**src/rtl/multicycle_ctrl_pkg.sv**
```systemverilog
// Shared constants for the multi-cycle RV32I control FSM.
// Opcodes, state encodings, pc_sel / wb_sel codes and opcode classifier.
package multicycle_ctrl_pkg;

    localparam int OPWIDTH = 7;

    // RV32I major opcodes
    localparam logic [OPWIDTH-1:0] RTYPE  = 7'b0110011;
    localparam logic [OPWIDTH-1:0] IARITH = 7'b0010011;
    localparam logic [OPWIDTH-1:0] ILOAD  = 7'b0000011;
    localparam logic [OPWIDTH-1:0] STYPE  = 7'b0100011;
    localparam logic [OPWIDTH-1:0] BTYPE  = 7'b1100011;
    localparam logic [OPWIDTH-1:0] JAL    = 7'b1101111;
    localparam logic [OPWIDTH-1:0] JALR   = 7'b1100111;
    localparam logic [OPWIDTH-1:0] LUI    = 7'b0110111;
    localparam logic [OPWIDTH-1:0] AUIPC  = 7'b0010111;

    // FSM state encodings
    localparam logic [2:0] IDLE   = 3'd0;
    localparam logic [2:0] FETCH  = 3'd1;
    localparam logic [2:0] DECODE = 3'd2;
    localparam logic [2:0] EXEC   = 3'd3;
    localparam logic [2:0] MEM    = 3'd4;
    localparam logic [2:0] WB     = 3'd5;
    localparam logic [2:0] HALT   = 3'd7;

    // pc_sel codes
    localparam logic [1:0] PC_SEQ  = 2'd0;
    localparam logic [1:0] PC_REL  = 2'd1;
    localparam logic [1:0] PC_JALR = 2'd2;

    // wb_sel codes
    localparam logic [1:0] WB_ALU  = 2'd0;
    localparam logic [1:0] WB_LOAD = 2'd1;
    localparam logic [1:0] WB_PC4  = 2'd2;
    localparam logic [1:0] WB_IMM  = 2'd3;

    typedef enum logic [3:0] {
        OP_BAD,
        OP_R,
        OP_I,
        OP_LD,
        OP_ST,
        OP_BR,
        OP_JAL,
        OP_JALR,
        OP_LUI,
        OP_AUIPC
    } op_class_e;

    function automatic op_class_e op_class(
        input logic [OPWIDTH-1:0] op
    );
        op_class_e c;
        unique case (op)
            RTYPE:   c = OP_R;
            IARITH:  c = OP_I;
            ILOAD:   c = OP_LD;
            STYPE:   c = OP_ST;
            BTYPE:   c = OP_BR;
            JAL:     c = OP_JAL;
            JALR:    c = OP_JALR;
            LUI:     c = OP_LUI;
            AUIPC:   c = OP_AUIPC;
            default: c = OP_BAD;
        endcase
        return c;
    endfunction

endpackage

```
**src/rtl/multicycle_ctrl_handshake_timer.sv**
```systemverilog
// Wait counter for a memory handshake with saturating timeout compare.
// Ports: clk, rst (async active-low), clr, run, ready in; expired out.
module handshake_timer #(
    parameter int TIMEOUT = 255,
    parameter int TW      = 8
) (
    input  logic clk,
    input  logic rst,
    input  logic clr,
    input  logic run,
    input  logic ready,
    output logic expired
);

    localparam logic [TW-1:0] LIMIT = TW'(TIMEOUT);

    logic [TW-1:0] cnt_q;
    logic [TW-1:0] cnt_d;

    // Counter parks at LIMIT so a long stall can never wrap to zero.
    always_comb begin
        cnt_d = cnt_q;
        if (clr) begin
            cnt_d = '0;
        end else if (run && !ready && cnt_q != LIMIT) begin
            cnt_d = cnt_q + 1'b1;
        end
    end

    always_ff @(posedge clk or negedge rst) begin
        if (!rst) begin
            cnt_q <= '0;
        end else begin
            cnt_q <= cnt_d;
        end
    end

    assign expired = (cnt_q == LIMIT);

endmodule

```
**src/rtl/multicycle_ctrl.sv**
```systemverilog
// Multi-cycle control FSM: fetch, decode, execute, memory, write-back.
// In: clk, rst, en, opcode, branch_taken, imem/dmem ready. Out: strobes.
module multicycle_ctrl
    import multicycle_ctrl_pkg::*;
#(
    parameter int TIMEOUT = 255,
    parameter int TW      = 8
) (
    input  logic               clk,
    input  logic               rst,
    input  logic               en,
    input  logic [OPWIDTH-1:0] opcode,
    input  logic               branch_taken,
    input  logic               imem_ready,
    input  logic               dmem_ready,
    output logic               imem_req,
    output logic               ir_we,
    output logic               dec_en,
    output logic               reg_write,
    output logic               alu_src_a,
    output logic               alu_src_b,
    output logic [1:0]         wb_sel,
    output logic               pc_we,
    output logic [1:0]         pc_sel,
    output logic               dmem_req,
    output logic               dmem_we,
    output logic               retire,
    output logic               fault,
    output logic [2:0]         state
);

    logic [2:0] state_q;
    logic [2:0] state_d;
    logic       fault_q;
    logic       fault_d;

    op_class_e  cls;
    logic       wait_run;
    logic       wait_ready;
    logic       timer_clr;
    logic       expired;

    assign cls = op_class(opcode);

    assign wait_run   = (state_q == FETCH) || (state_q == MEM);
    assign wait_ready = (state_q == MEM) ? dmem_ready : imem_ready;

    // Restart the count only on entry, so a held request keeps counting.
    assign timer_clr = ((state_d == FETCH) || (state_d == MEM))
                     && (state_d != state_q);

    handshake_timer #(
        .TIMEOUT (TIMEOUT),
        .TW      (TW)
    ) u_timer (
        .clk     (clk),
        .rst     (rst),
        .clr     (timer_clr),
        .run     (wait_run),
        .ready   (wait_ready),
        .expired (expired)
    );

    always_comb begin
        state_d   = state_q;
        imem_req  = 1'b0;
        ir_we     = 1'b0;
        dec_en    = 1'b0;
        reg_write = 1'b0;
        alu_src_a = 1'b0;
        alu_src_b = 1'b0;
        wb_sel    = WB_ALU;
        pc_we     = 1'b0;
        pc_sel    = PC_SEQ;
        dmem_req  = 1'b0;
        dmem_we   = 1'b0;
        retire    = 1'b0;

        unique case (state_q)
            IDLE: begin
                if (en) begin
                    state_d = FETCH;
                end
            end

            FETCH: begin
                imem_req = 1'b1;
                // Ready beats an expired counter in the same cycle.
                if (imem_ready) begin
                    ir_we   = 1'b1;
                    state_d = DECODE;
                end else if (expired) begin
                    state_d = HALT;
                end
            end

            DECODE: begin
                dec_en = 1'b1;
                if (cls == OP_BAD) begin
                    state_d = HALT;
                end else begin
                    state_d = EXEC;
                end
            end

            EXEC: begin
                case (cls)
                    OP_R: begin
                        state_d = WB;
                    end
                    OP_I, OP_LUI, OP_JAL, OP_JALR: begin
                        alu_src_b = 1'b1;
                        state_d   = WB;
                    end
                    OP_AUIPC: begin
                        alu_src_a = 1'b1;
                        alu_src_b = 1'b1;
                        state_d   = WB;
                    end
                    OP_LD, OP_ST: begin
                        alu_src_b = 1'b1;
                        state_d   = MEM;
                    end
                    OP_BR: begin
                        pc_we  = 1'b1;
                        pc_sel = branch_taken ? PC_REL : PC_SEQ;
                        retire = 1'b1;
                    end
                    default: begin
                        state_d = HALT;
                    end
                endcase
            end

            MEM: begin
                dmem_req = 1'b1;
                dmem_we  = (cls == OP_ST);
                if (dmem_ready) begin
                    if (cls == OP_ST) begin
                        pc_we  = 1'b1;
                        pc_sel = PC_SEQ;
                        retire = 1'b1;
                    end else begin
                        state_d = WB;
                    end
                end else if (expired) begin
                    state_d = HALT;
                end
            end

            WB: begin
                reg_write = 1'b1;
                pc_we     = 1'b1;
                retire    = 1'b1;
                case (cls)
                    OP_LD: begin
                        wb_sel = WB_LOAD;
                    end
                    OP_LUI: begin
                        wb_sel = WB_IMM;
                    end
                    OP_JAL: begin
                        wb_sel = WB_PC4;
                        pc_sel = PC_REL;
                    end
                    OP_JALR: begin
                        wb_sel = WB_PC4;
                        pc_sel = PC_JALR;
                    end
                    default: begin
                        wb_sel = WB_ALU;
                    end
                endcase
            end

            HALT: begin
                state_d = HALT;
            end

            default: begin
                state_d = HALT;
            end
        endcase

        // en is only honoured at instruction boundaries.
        if (retire) begin
            state_d = en ? FETCH : IDLE;
        end
    end

    assign fault_d = fault_q || (state_d == HALT);

    always_ff @(posedge clk or negedge rst) begin
        if (!rst) begin
            state_q <= IDLE;
            fault_q <= 1'b0;
        end else begin
            state_q <= state_d;
            fault_q <= fault_d;
        end
    end

    assign state = state_q;
    assign fault = fault_q;

endmodule

```
**config.mk**
```make
export PLATFORM = sky130hd
export DESIGN_NAME = multicycle_ctrl
export DESIGN_NICKNAME = d
export VERILOG_FILES = /design/src/rtl/multicycle_ctrl_pkg.sv /design/src/rtl/multicycle_ctrl_handshake_timer.sv /design/src/rtl/multicycle_ctrl.sv
export SDC_FILE = /design/constraint.sdc
export NUM_CORES = 1
export LEC_CHECK = 0
export ABC_AREA = 1
export BUFFER_PORTS_ARGS = -buffer_cell sky130_fd_sc_hd__buf_2
export CAP_MARGIN = 10
export CORE_ASPECT_RATIO = 1.4
export CORE_MARGIN = 4
export CORE_UTILIZATION = 30
export CTS_CLUSTER_SIZE = 24
export DETAILED_ROUTE_END_ITERATION = 10
export GPL_ROUTABILITY_DRIVEN = 0
export PLACE_DENSITY = 0.49
export SLEW_MARGIN = 25
export SYNTH_ARGS = -nofsm -noshare
export SYNTH_HDL_FRONTEND = slang
export SYNTH_SLANG_ARGS = --single-unit
export TNS_END_PERCENT = 50
```
**constraint.sdc**
```tcl
create_clock -name clk -period 2 [get_ports clk]
set_input_delay 0.1 -clock clk [delete_from_list [all_inputs] [get_ports clk]]
set_output_delay 0.1 -clock clk [all_outputs]
set_load 0.1 [all_outputs]
```
==> results of run 1 <==
## worst reg2reg max path: cells and delay by family, from the launching register on
| kind | cells | cell delay [ns] |
|---|---|---|
| compound gates | 1 | 0.14 |
| flops | 1 | 0.40 |
| simple gates | 11 | 0.98 |
| fa+ha+maj | 1 | 0.21 |
## routing by layer
layer / share of wire (%) / vias to the layer above / track usage [%] / wire length (um)
met4: 1.4 / 0 / 3.40 / 40
met1: 40 / 532 / 15.0 / 1180
li1: - / 613 / - / -
met2: 54 / 31 / 25.8 / 1580
met5: 0 / - / 0 / 0
met3: 4.7 / 4 / 1.62 / 139
## state kept, by name, indices dropped and copies added (netlist names)
name and count:
u_timer.cnt_q 8, state 3, fault 1
## final timing paths
kind | from | to | cells past startpoint
worst max-delay path | state[2] | alu_src_b | 5
worst min-delay path | en | state[0] | 5
worst max register to register | u_timer.cnt_q[0] | u_timer.cnt_q[5] | 13
worst min register to register | fault | fault | 1
max in group asynchronous | rst | state[2] | 2
min in group asynchronous | rst | state[1] | 2
## through the flow
step                power [mW]  worst slack (ns)
finish                    2.50             0.150
CTS                       2.45            0.0426
global placement          2.16            0.0529
floorplan                 1.78            -0.357
global route              2.65           0.00489
detailed placement        2.16            0.0501
## kinds of logic after synthesis
family	Yosys count	share of synthesized area (%)
fa+ha+maj	1	1.13
xor+xnor	7	5.55
mux	1	0.906
compound gates	18	9.06
flops	12	27.2
simple gates	100	46.7
buf+inv	26	9.51
## power groups by stage
stage / combinational [mW] / clock, mW / sequential [mW]
final: 1.83 / 0.270 / 0.403
after global routing: 1.95 / 0.295 / 0.411
after CTS: 1.74 / 0.282 / 0.419
after detailed placement: 1.74 / 0 / 0.423
after global placement: 1.74 / 0 / 0.422
after floorplan: 1.17 / 0 / 0.619
## what timing repair did
action                                  in CTS  in global routing
buffers inserted                             0                  4
gates resized for setup                      0                  4
hold endpoints to repair                    12                  0
hold buffers                                 1                  0
endpoints found under the setup margin       0                  8
## final cells by class
class	count	share of cell area (%)
clock buffers	4	3.51
inverters	24	6.06
multi-input cells	127	50.0
flip-flops and latches	12	19.8
well taps	40	3.19
repair buffers	38	17.4
## synth_stat cells, drive strengths merged
cell | instances | area share (%)
a21o | 1 | 0.68
a21oi | 7 | 3.5
a31oi | 1 | 0.57
and2 | 1 | 0.57
buf | 2 | 1.4
dfrtp | 12 | 27
ha | 1 | 1.1
inv | 24 | 8.2
mux2i | 1 | 0.91
nand2 | 36 | 15
nand3 | 13 | 6.3
nand3b | 3 | 2.0
nand4 | 4 | 2.8
nor2 | 37 | 16
nor3 | 4 | 2.3
nor4 | 2 | 1.1
o211ai | 1 | 0.68
o21ai | 8 | 3.6
xnor2 | 3 | 2.4
xor2 | 4 | 3.2
==> metrics.cfg, run 1 <==
[logic_synthesis]
yosys_warnings=0
ys_seq_elements=12
syn_avg_cell_area_sq_um=6.70
synth_area_sq_um=1100
synthCells=165
syn_nets=179
synth_cell_types=31
yosysSeqAreaShare_pct=27.2

[pwr]
p_comb_share_pct=73.1
power.share.clock_pct=10.8
vdd_ir_drop_max_v=0.00135
power.internal_mw=0.979
netSwitchingPower_mw=1.52
cellLeakagePower_nw=0.770
p_sw_share_pct=60.9
power-per-cell-area_nw_per_um2=1590
seq_power_share_pct=16.1

[cells_and_area]
layout_common_cells=26 x buf_2, 23 x nand2_1, 23 x nor2_1
fillers=365
multiInputGateArea_sq_um=786
fin_cells=245
n_antenna_cell=0
register_area_sq_um=312
syn_to_final_growth_pct=42.1
design_area_sq_um=1570
final_util_pct=45.2
layout-drive-gt1-share_pct=43.4
final_common_cell=buf_2
layout.nets=220

[setup_path]
critPathBufInv=3
critPathArrivalTime_ns=1.75
crit_path_max_fanout=7
end_kind=output port
worst-setup-path-type=flop to output port
crit_path_cell_trace=inv_1, nand3_1, buf_4, a31oi_2, buf_2
crit_path_start_kind=flop
cp_data_required_time_ns=1.90
cp_top_family=buffers and inverters
worst-r2r-setup-slack_ns=0.17
cpPeakStageDelay_ns=0.51
crit_slowest_cell=dfrtp_4

[drt]
drt_pass1_iterations=4
antenna_left=0
drc=0
wirelength_um=2940
wl_per_cell_um=12.0
routed_via_density=4.82
drtIter0Drc=23
num_vias=1180

[floorplanning]
io_pins=31
dieArea_sq_um=4730
core_sq_um=3470
die_h_um=79.8
start_util_pct=31.8
rows=25
die_x_um=59.3

[cts]
clockBufferDepth=2
cts_tree=yes
cts_made_buffers=3
worst_skew_pair.late_latency_ns=0.25
cts_root_buf=clkbuf_8
clk_pin_slew_ns=0.06
clock_sinks=12
htreeDepth=1

[sta]
timing.fmax_ghz=0.541
tightest_slew_ns=0.489
relSlewSlack_pct=67.6
setup_violations=0
final_max_slew_viol_count=0
rsz0062_at_grt=no
fin_crit_ns=1.85
timing.hold.ws_ns=0.192
finalHoldViolations=0
finalClockSkew_ns=0.00488
final.setup.tns_ns=0
min_period_over_period_pct=92.5

[global_route]
grt_pass1_vias=1139
antenna_found_initial=0
grt_max_degree=13
grt_pass1_wl_um=5010
gr-total-overflow=0
grt_usage_pct=13.5

[hold_path]
hold_class=primary input to flop

[place]
port_buffers=30
dp.final_hpwl_um=2460
placed_area_sq_um=1470
dp.cells=236

[job]
cap_violations=0

[run_status]
status=complete, no violations

Note: power is estimated with default switching activity, not from simulation.
==> run 2: changes to the inputs <==
--- a/config.mk
+++ b/config.mk
@@ -6,17 +6,18 @@
 export NUM_CORES = 1
 export LEC_CHECK = 0
 export ABC_AREA = 1
-export BUFFER_PORTS_ARGS = -buffer_cell sky130_fd_sc_hd__buf_2
 export CAP_MARGIN = 10
 export CORE_ASPECT_RATIO = 1.4
 export CORE_MARGIN = 4
 export CORE_UTILIZATION = 30
 export CTS_CLUSTER_SIZE = 24
 export DETAILED_ROUTE_END_ITERATION = 10
+export DONT_BUFFER_PORTS = 1
 export GPL_ROUTABILITY_DRIVEN = 0
-export PLACE_DENSITY = 0.49
+export PLACE_DENSITY = 0.42
 export SLEW_MARGIN = 25
 export SYNTH_ARGS = -nofsm -noshare
 export SYNTH_HDL_FRONTEND = slang
+export SYNTH_HIERARCHICAL = 1
 export SYNTH_SLANG_ARGS = --single-unit
 export TNS_END_PERCENT = 50
==> run 2 against run 1 <==
Net effect:
- the run now ends with negative setup slack left
- setup slack lost 0.42 ns
- clock skew decreased by 0.0026 ns
- sequential power is 6.9% higher
- flip-flop and latch count is the same
- non-clock buffer count grew 23
- synthesized cell count increased by 39%
- die area up 17%
- count of clock-buffer cells in the layout is the same
- wire length increased by 44%
- synthesized area increased by 19%
- largest cell class unchanged
- largest power group unchanged
==> metrics.cfg, run 2 <==
[sta]
setup_ws_ns=-0.267  ; -0.417 ns
rsz0062_at_grt=yes
timing.fmax_ghz=0.441  ; -18%
min_period_over_period_pct=113  ; +21 points
final_max_slew_viol_count=0  ; unchanged
fin_crit_ns=2.27  ; +0.417 ns
finalClockSkew_ns=0.00228  ; -0.00261 ns
timing.hold.ws_ns=0.250  ; +0.0578 ns
tightest_slew_ns=0.614  ; +0.126 ns
relSlewSlack_pct=58.9  ; -8.7 points
finalHoldViolations=0  ; unchanged
setup_violations=8  ; +8

[floorplanning]
die_h_um=86.3  ; +8.2%
core_sq_um=4240  ; +22%
die_x_um=64.0  ; +7.9%
io_pins=31  ; unchanged
dieArea_sq_um=5520  ; +17%
start_util_pct=31.0  ; -0.80 points
rows=28  ; +12%

[cells_and_area]
regMostFlops=u_timer/cnt_q
layout_common_cells=59 x nand2_1, 54 x buf_4, 28 x inv_1
layout-drive-gt1-share_pct=44.6  ; +1.1 points
multiInputGateArea_sq_um=1000  ; +28%
n_antenna_cell=0  ; unchanged
final_common_cell=nand2_1
fillers=412  ; +13%
layout.nets=309  ; +40%
largest_register_ffs=8  ; unchanged
register_area_sq_um=312  ; unchanged
syn_to_final_growth_pct=63.9

[drt]
routed_via_density=4.63  ; -3.9%
antenna_left=0  ; unchanged
wirelength_um=4220  ; +44%
num_vias=1638  ; +39%
drtIter0Drc=62  ; +170%
drt_pass1_iterations=4  ; unchanged
drc=0  ; unchanged
wl_per_cell_um=11.9  ; -0.63%

[job]
cap_violations=0  ; unchanged

[logic_synthesis]
yosys_warnings=6  ; +6
synth_ff_type=dfrtp_1
synth_cell_types=26  ; -16%
synth_edf_count=0  ; unchanged
synth_area_sq_um=1320  ; +19%
yosysTopAreaCell=dfrtp_1
synthCells=230  ; +39%
yosysSeqAreaShare_pct=22.8  ; -4.3 points
syn_avg_cell_area_sq_um=5.72  ; -15%
syn_nets=244  ; +36%
yosysTopAreaCellShare_pct=22.8  ; -4.3 points
async_reset_ff_share_pct=100  ; unchanged
synth.area.top_cells=dfrtp_1 23%, nand2_1 19%, nor2_1 10%
yosysMostFrequentCell=nand2_1
ys_seq_elements=12  ; unchanged
synth_common_cells=65 x nand2_1, 35 x nor2_1, 31 x inv_1

[pwr]
p_total_mw=3.86  ; +55%
vdd_ir_drop_max_v=0.000810  ; -40%
cellLeakagePower_nw=1.09  ; +42%
power-per-cell-area_nw_per_um2=1790  ; +13%

[cts]
htreeDepth=1  ; unchanged
clock_sinks=12  ; unchanged
cts_tree=yes
clk_pin_slew_ns=0.06  ; about the same
worst_skew_pair.late_latency_ns=0.24  ; about the same
clockBufferDepth=2  ; unchanged
cts_made_buffers=3  ; unchanged
cts_root_buf=clkbuf_8

[global_route]
antenna_found_initial=0  ; unchanged
grt_max_degree=13  ; unchanged
grt_pass1_vias=1605  ; +41%
grt_pass1_wl_um=6910  ; +38%
gr-total-overflow=0  ; unchanged
grt_usage_pct=15.2  ; +1.7 points

[setup_path]
cp_top_family=simple AND/OR/NAND/NOR gates
worst-setup-path-type=flop to flop
crit_path_start_kind=flop
cp_data_required_time_ns=2.13  ; +0.23 ns
crit_slowest_cell=dfrtp_1
end_kind=flop
critPathArrivalTime_ns=2.40  ; +0.65 ns
cpPeakStageDelay_ns=0.38  ; -0.13 ns
crit_path_cell_trace=ha_2, nand2_2, nor2_2, nand2_2, inv_2, o21ai_2, nor2_1, nor2_1, nand2_1, nor2_2, nand3_2, nand2_2, nand2_2, nand2_2, nor2_2, nor2_4, buf_4, inv_4, nand3_1, nand2_1
crit_path_frequent_cell=nand2_2
crit_path_max_fanout=5  ; -2
critPathBufInv=3  ; unchanged

[run_status]
status=finished with violations
failed_checks=negative setup slack

[place]
dp.final_hpwl_um=3510  ; +42%
port_buffers=0  ; -100%

[hold_path]
hold_class=primary input to flop

==> run 2: changes by cell type in the layout (fill, tap and decap cells not counted), sizes merged, moves of 3 or more <==
| cell | change |
|---|---|
| a21oi | -4 |
| buf | +23 |
| inv | +14 |
| nand2 | +40 |
| nand3 | +14 |
| nand3b | -3 |
| nor2 | +6 |
| xnor2 | -3 |
| xor2 | -4 |
==> run 2: kinds of logic after synthesis <==
| family | count (synthesis) | synth area share, % |
|---|---|---|
| AO/OA/AOI/OAI | 19 | 8.75 |
| adder cells (fa/ha/maj) | 1 | 0.951 |
| buffers and inverters | 42 | 12.7 |
| flip-flops | 12 | 22.8 |
| AND/OR/NAND/NOR | 156 | 54.7 |
==> run 2: power breakdown <==
part / switching [mW] / internal [mW] / total, mW
logic: 2.06 / 1.10 / 3.16
clock network: 0.0955 / 0.174 / 0.270
registers: 0.0787 / 0.353 / 0.431
==> run 2: path summary, 6_finish.rpt <==
check / from / end / slack, ns / cells past startpoint
setup / recovery: u_timer/cnt_q[1] / u_timer/cnt_q[5] / -0.27 / 20
hold / removal: en / state[0] / 0.25 / 5
setup reg to reg: u_timer/cnt_q[1] / u_timer/cnt_q[5] / -0.27 / 20
hold reg to reg: fault / fault / 0.48 / 1
max in group asynchronous: rst / state[1] / 1.23 / 1
min in group asynchronous: rst / u_timer/cnt_q[4] / 0.31 / 1
==> run 2: stage by stage <==
stage | setup WS, ns | util (%) | area (sq um) | TNS [ns] | cells
floorplan | -0.489 | - | 1460 | -5.65 | 230
global placement | -0.392 | 47.4 | 2010 | -2.42 | 346
detailed placement | -0.387 | 47.4 | 2010 | -2.43 | 346
CTS | -0.257 | 49.7 | 2110 | -1.78 | 352
global route | -0.482 | 50.9 | 2160 | -3.67 | 354
finish | -0.267 | 50.9 | 2160 | -1.91 | 354
==> run 2: per-layer routing <==
metal  GRT usage [%]  wire, um  vias to the layer above
li1                -         -                      850
met1            16.2      1680                      755
met2            29.7      2350                       29
met3            2.20       137                        4
met4            5.11        49                        0
met5               0         0                        -
==> run 2: timing repair <==
item | CTS | global route
endpoints found under the setup margin | 8 | 12
setup buffers | 1 | 1
gates resized for setup | 7 | 12
endpoints found under the hold margin | 12 | 0
gates cloned | 0 | 1
pin swaps | 3 | 13
hold buffers | 1 | 0
==> run 2: layout make-up <==
class | instances | area share, %
multi-input cells | 176 | 46.5
repair buffers | 61 | 24.0
flip-flops and latches | 12 | 14.5
inverters | 40 | 8.71
well taps | 60 | 3.48
clock buffers | 4 | 2.55
repair inverters | 1 | 0.290
==> run 2: worst reg2reg max path, delay by kind of cell, from the launching register on <==
| kind | cells | cell delay [ns] |
|---|---|---|
| AND/OR/NAND/NOR | 15 | 1.22 |
| flip-flops | 1 | 0.38 |
| buffers and inverters | 3 | 0.26 |
| adder cells (fa/ha/maj) | 1 | 0.20 |
| AO/OA/AOI/OAI | 1 | 0.10 |
==> run 3: changes to the inputs <==
--- a/config.mk
+++ b/config.mk
@@ -6,7 +6,6 @@
 export NUM_CORES = 1
 export LEC_CHECK = 0
 export ABC_AREA = 1
-export CAP_MARGIN = 10
 export CORE_ASPECT_RATIO = 1.4
 export CORE_MARGIN = 4
 export CORE_UTILIZATION = 30
@@ -18,6 +17,5 @@
 export SLEW_MARGIN = 25
 export SYNTH_ARGS = -nofsm -noshare
 export SYNTH_HDL_FRONTEND = slang
-export SYNTH_HIERARCHICAL = 1
 export SYNTH_SLANG_ARGS = --single-unit
 export TNS_END_PERCENT = 50
==> run 3 against run 2 <==
Net effect:
- the run now ends clean
- cell area shrank 26%
- via count shrank 32%
- critical path depth shrank 8
- wire length shrank 29%
- global-route usage shrank 1.2 points
- count of clock-buffer cells in the layout is the same
- die area shrank 14%
- register-to-register slack gained 0.46 ns
- sequential power shrank 3%
- largest cell class unchanged
==> metrics.cfg, run 3 (synthesis results as in run 1) <==
[run_status]
status=complete, no violations

[setup_path]
cp_data_required_time_ns=2.12  ; about the same
ff2ff_path_depth=12  ; -40%
critPathArrivalTime_ns=1.92  ; -0.48 ns
reg2reg_to=u_timer.cnt_q[5]
worst-setup-path-type=flop to flop
end_kind=flop
crit_path_max_fanout=8  ; +3
crit_path_start_kind=flop
rr_startpoint=state[1]
worst-r2r-setup-slack_ns=0.20  ; +0.46 ns

[drt]
num_vias=1122  ; -32%
drt_pass1_iterations=4  ; unchanged
wl_per_cell_um=13.1  ; +9.4%
wirelength_um=3000  ; -29%
antenna_left=0  ; unchanged
drtIter0Drc=33  ; -47%
drc=0  ; unchanged
routed_via_density=4.88  ; +5.4%

[cts]
cts_root_buf=clkbuf_8
worst_skew_pair.late_latency_ns=0.24  ; about the same
htreeDepth=1  ; unchanged
clock_sinks=12  ; unchanged
cts_tree=yes
cts_made_buffers=3  ; unchanged
clockBufferDepth=2  ; unchanged
clk_pin_slew_ns=0.05  ; about the same

[global_route]
grt_pass1_wl_um=5210  ; -25%
antenna_found_initial=0  ; unchanged
gr-total-overflow=0  ; unchanged
grt_max_degree=13  ; unchanged
grt_usage_pct=14.0  ; -1.2 points
grt_pass1_vias=1179  ; -27%

[sta]
finalHoldViolations=0  ; unchanged
setup_violations=0  ; -8
final_max_slew_viol_count=0  ; unchanged
relSlewSlack_pct=38.7  ; -20 points
finalClockSkew_ns=0.00177  ; -0.000508 ns
final.setup.tns_ns=0  ; +1.91 ns
fin_crit_ns=1.80  ; -0.464 ns
tightest_slew_ns=0.920  ; +0.306 ns
timing.fmax_ghz=0.555  ; +26%
min_period_over_period_pct=90.1  ; -23 points

[place]
placed_area_sq_um=1480  ; -26%
port_buffers=0  ; unchanged
dp.final_hpwl_um=2500  ; -29%

[cells_and_area]
layout.nets=205  ; -34%
layout_common_cells=23 x nand2_1, 23 x nor2_1, 15 x inv_1
regMostFlops=u_timer.cnt_q
layout-drive-gt1-share_pct=39.5  ; -5.1 points
syn_to_final_growth_pct=45.2
n_antenna_cell=0  ; unchanged
design_area_sq_um=1600  ; -26%
largest_register_ffs=8  ; unchanged

[hold_path]
hold_depth=4  ; -1
hold_class=primary input to flop
hp-start=en
min_to=state[0]

[pwr]
power-per-cell-area_nw_per_um2=1560  ; -13%
vdd_ir_drop_max_v=0.000918  ; +13%
cellLeakagePower_nw=0.728  ; -33%

[floorplanning]
dieArea_sq_um=4730  ; -14%
start_util_pct=31.8  ; +0.80 points
core_sq_um=3470  ; -18%
die_h_um=79.8  ; -7.6%
io_pins=31  ; unchanged
die_x_um=59.3  ; -7.3%
rows=25  ; -11%

[job]
cap_violations=0  ; unchanged

[run 3: cell count changes in the layout (fill, tap and decap cells not counted), sizes merged, moves of 3 or more]
cell / change
xnor2: +3
buf: -38
a21oi: +4
nand3b: +3
nand2: -40
xor2: +4
inv: -14
nor2: -6
nand3: -14
[run 3: worst max-delay path, cell delays in order, from the launching register on]
cell	delay, ns
dfrtp_4	0.53
inv_6	0.11
nand2_4	0.06
nor2_1	0.16
nand3_1	0.09
nand2_1	0.11
nor2_4	0.06
nand4_1	0.09
nand2_2	0.08
nand2_1	0.08
nand2_2	0.06
nor2_4	0.20
nor2_1	0.06
[run 3: routing by layer]
metal	global-route usage, %	up-vias	routed length (um)
met1	16.3	518	1220
met4	5.44	0	27
met3	2.10	4	98
met2	24.7	21	1650
met5	0	-	0
li1	-	579	-
[run 3: power by group]
group	total, mW	switching (mW)	internal [mW]
Combinational	1.83	1.31	0.522
Sequential	0.416	0.105	0.311
Clock	0.256	0.0830	0.173
[run 3: how the worst max path moves through the flow]
| stage | start | to | slack (ns) | cells after the start |
|---|---|---|---|---|
| after floorplan | state[1] | u_timer.cnt_q[6] | -0.36 | 9 |
| after global routing | u_timer.cnt_q[1] | u_timer.cnt_q[2] | -0.003 | 13 |
| final | state[1] | u_timer.cnt_q[5] | 0.20 | 12 |
| after global placement | u_timer.cnt_q[0] | u_timer.cnt_q[5] | 0.05 | 12 |
| after CTS | u_timer.cnt_q[0] | u_timer.cnt_q[3] | 0.02 | 12 |
| after detailed placement | u_timer.cnt_q[0] | u_timer.cnt_q[3] | 0.03 | 12 |
[run 3: final cells by class]
| cell class | count | area [sq um] |
|---|---|---|
| Fill cell | 357 | 1870 |
| Tap cell | 40 | 50.0 |
| Inverter | 24 | 95.1 |
| Timing Repair Buffer | 23 | 288 |
| Sequential cell | 12 | 312 |
| Clock buffer | 4 | 55.1 |
| Multi-Input combinational cell | 127 | 805 |
[run 3: through the flow]
stage	setup slack, ns	instances	utilization (%)	hold slack, ns	power, mW
floorplan	-0.357	165	-	-0.196	1.78
CTS	0.0228	226	44.5	0.114	2.45
detailed placement	0.0276	221	42.6	-0.195	2.17
global route	-0.00350	230	46.2	0.135	2.67
finish	0.197	230	46.2	0.116	2.51
global placement	0.0542	221	42.6	-0.195	2.16
[run 3: timing repair]
| action | 4_1_cts | 5_1_grt |
|---|---|---|
| buffers inserted | 0 | 4 |
| resized for setup | 0 | 7 |
| setup endpoints to repair | 0 | 8 |
| hold endpoints to repair | 12 | 0 |
| hold buffers | 1 | 0 |
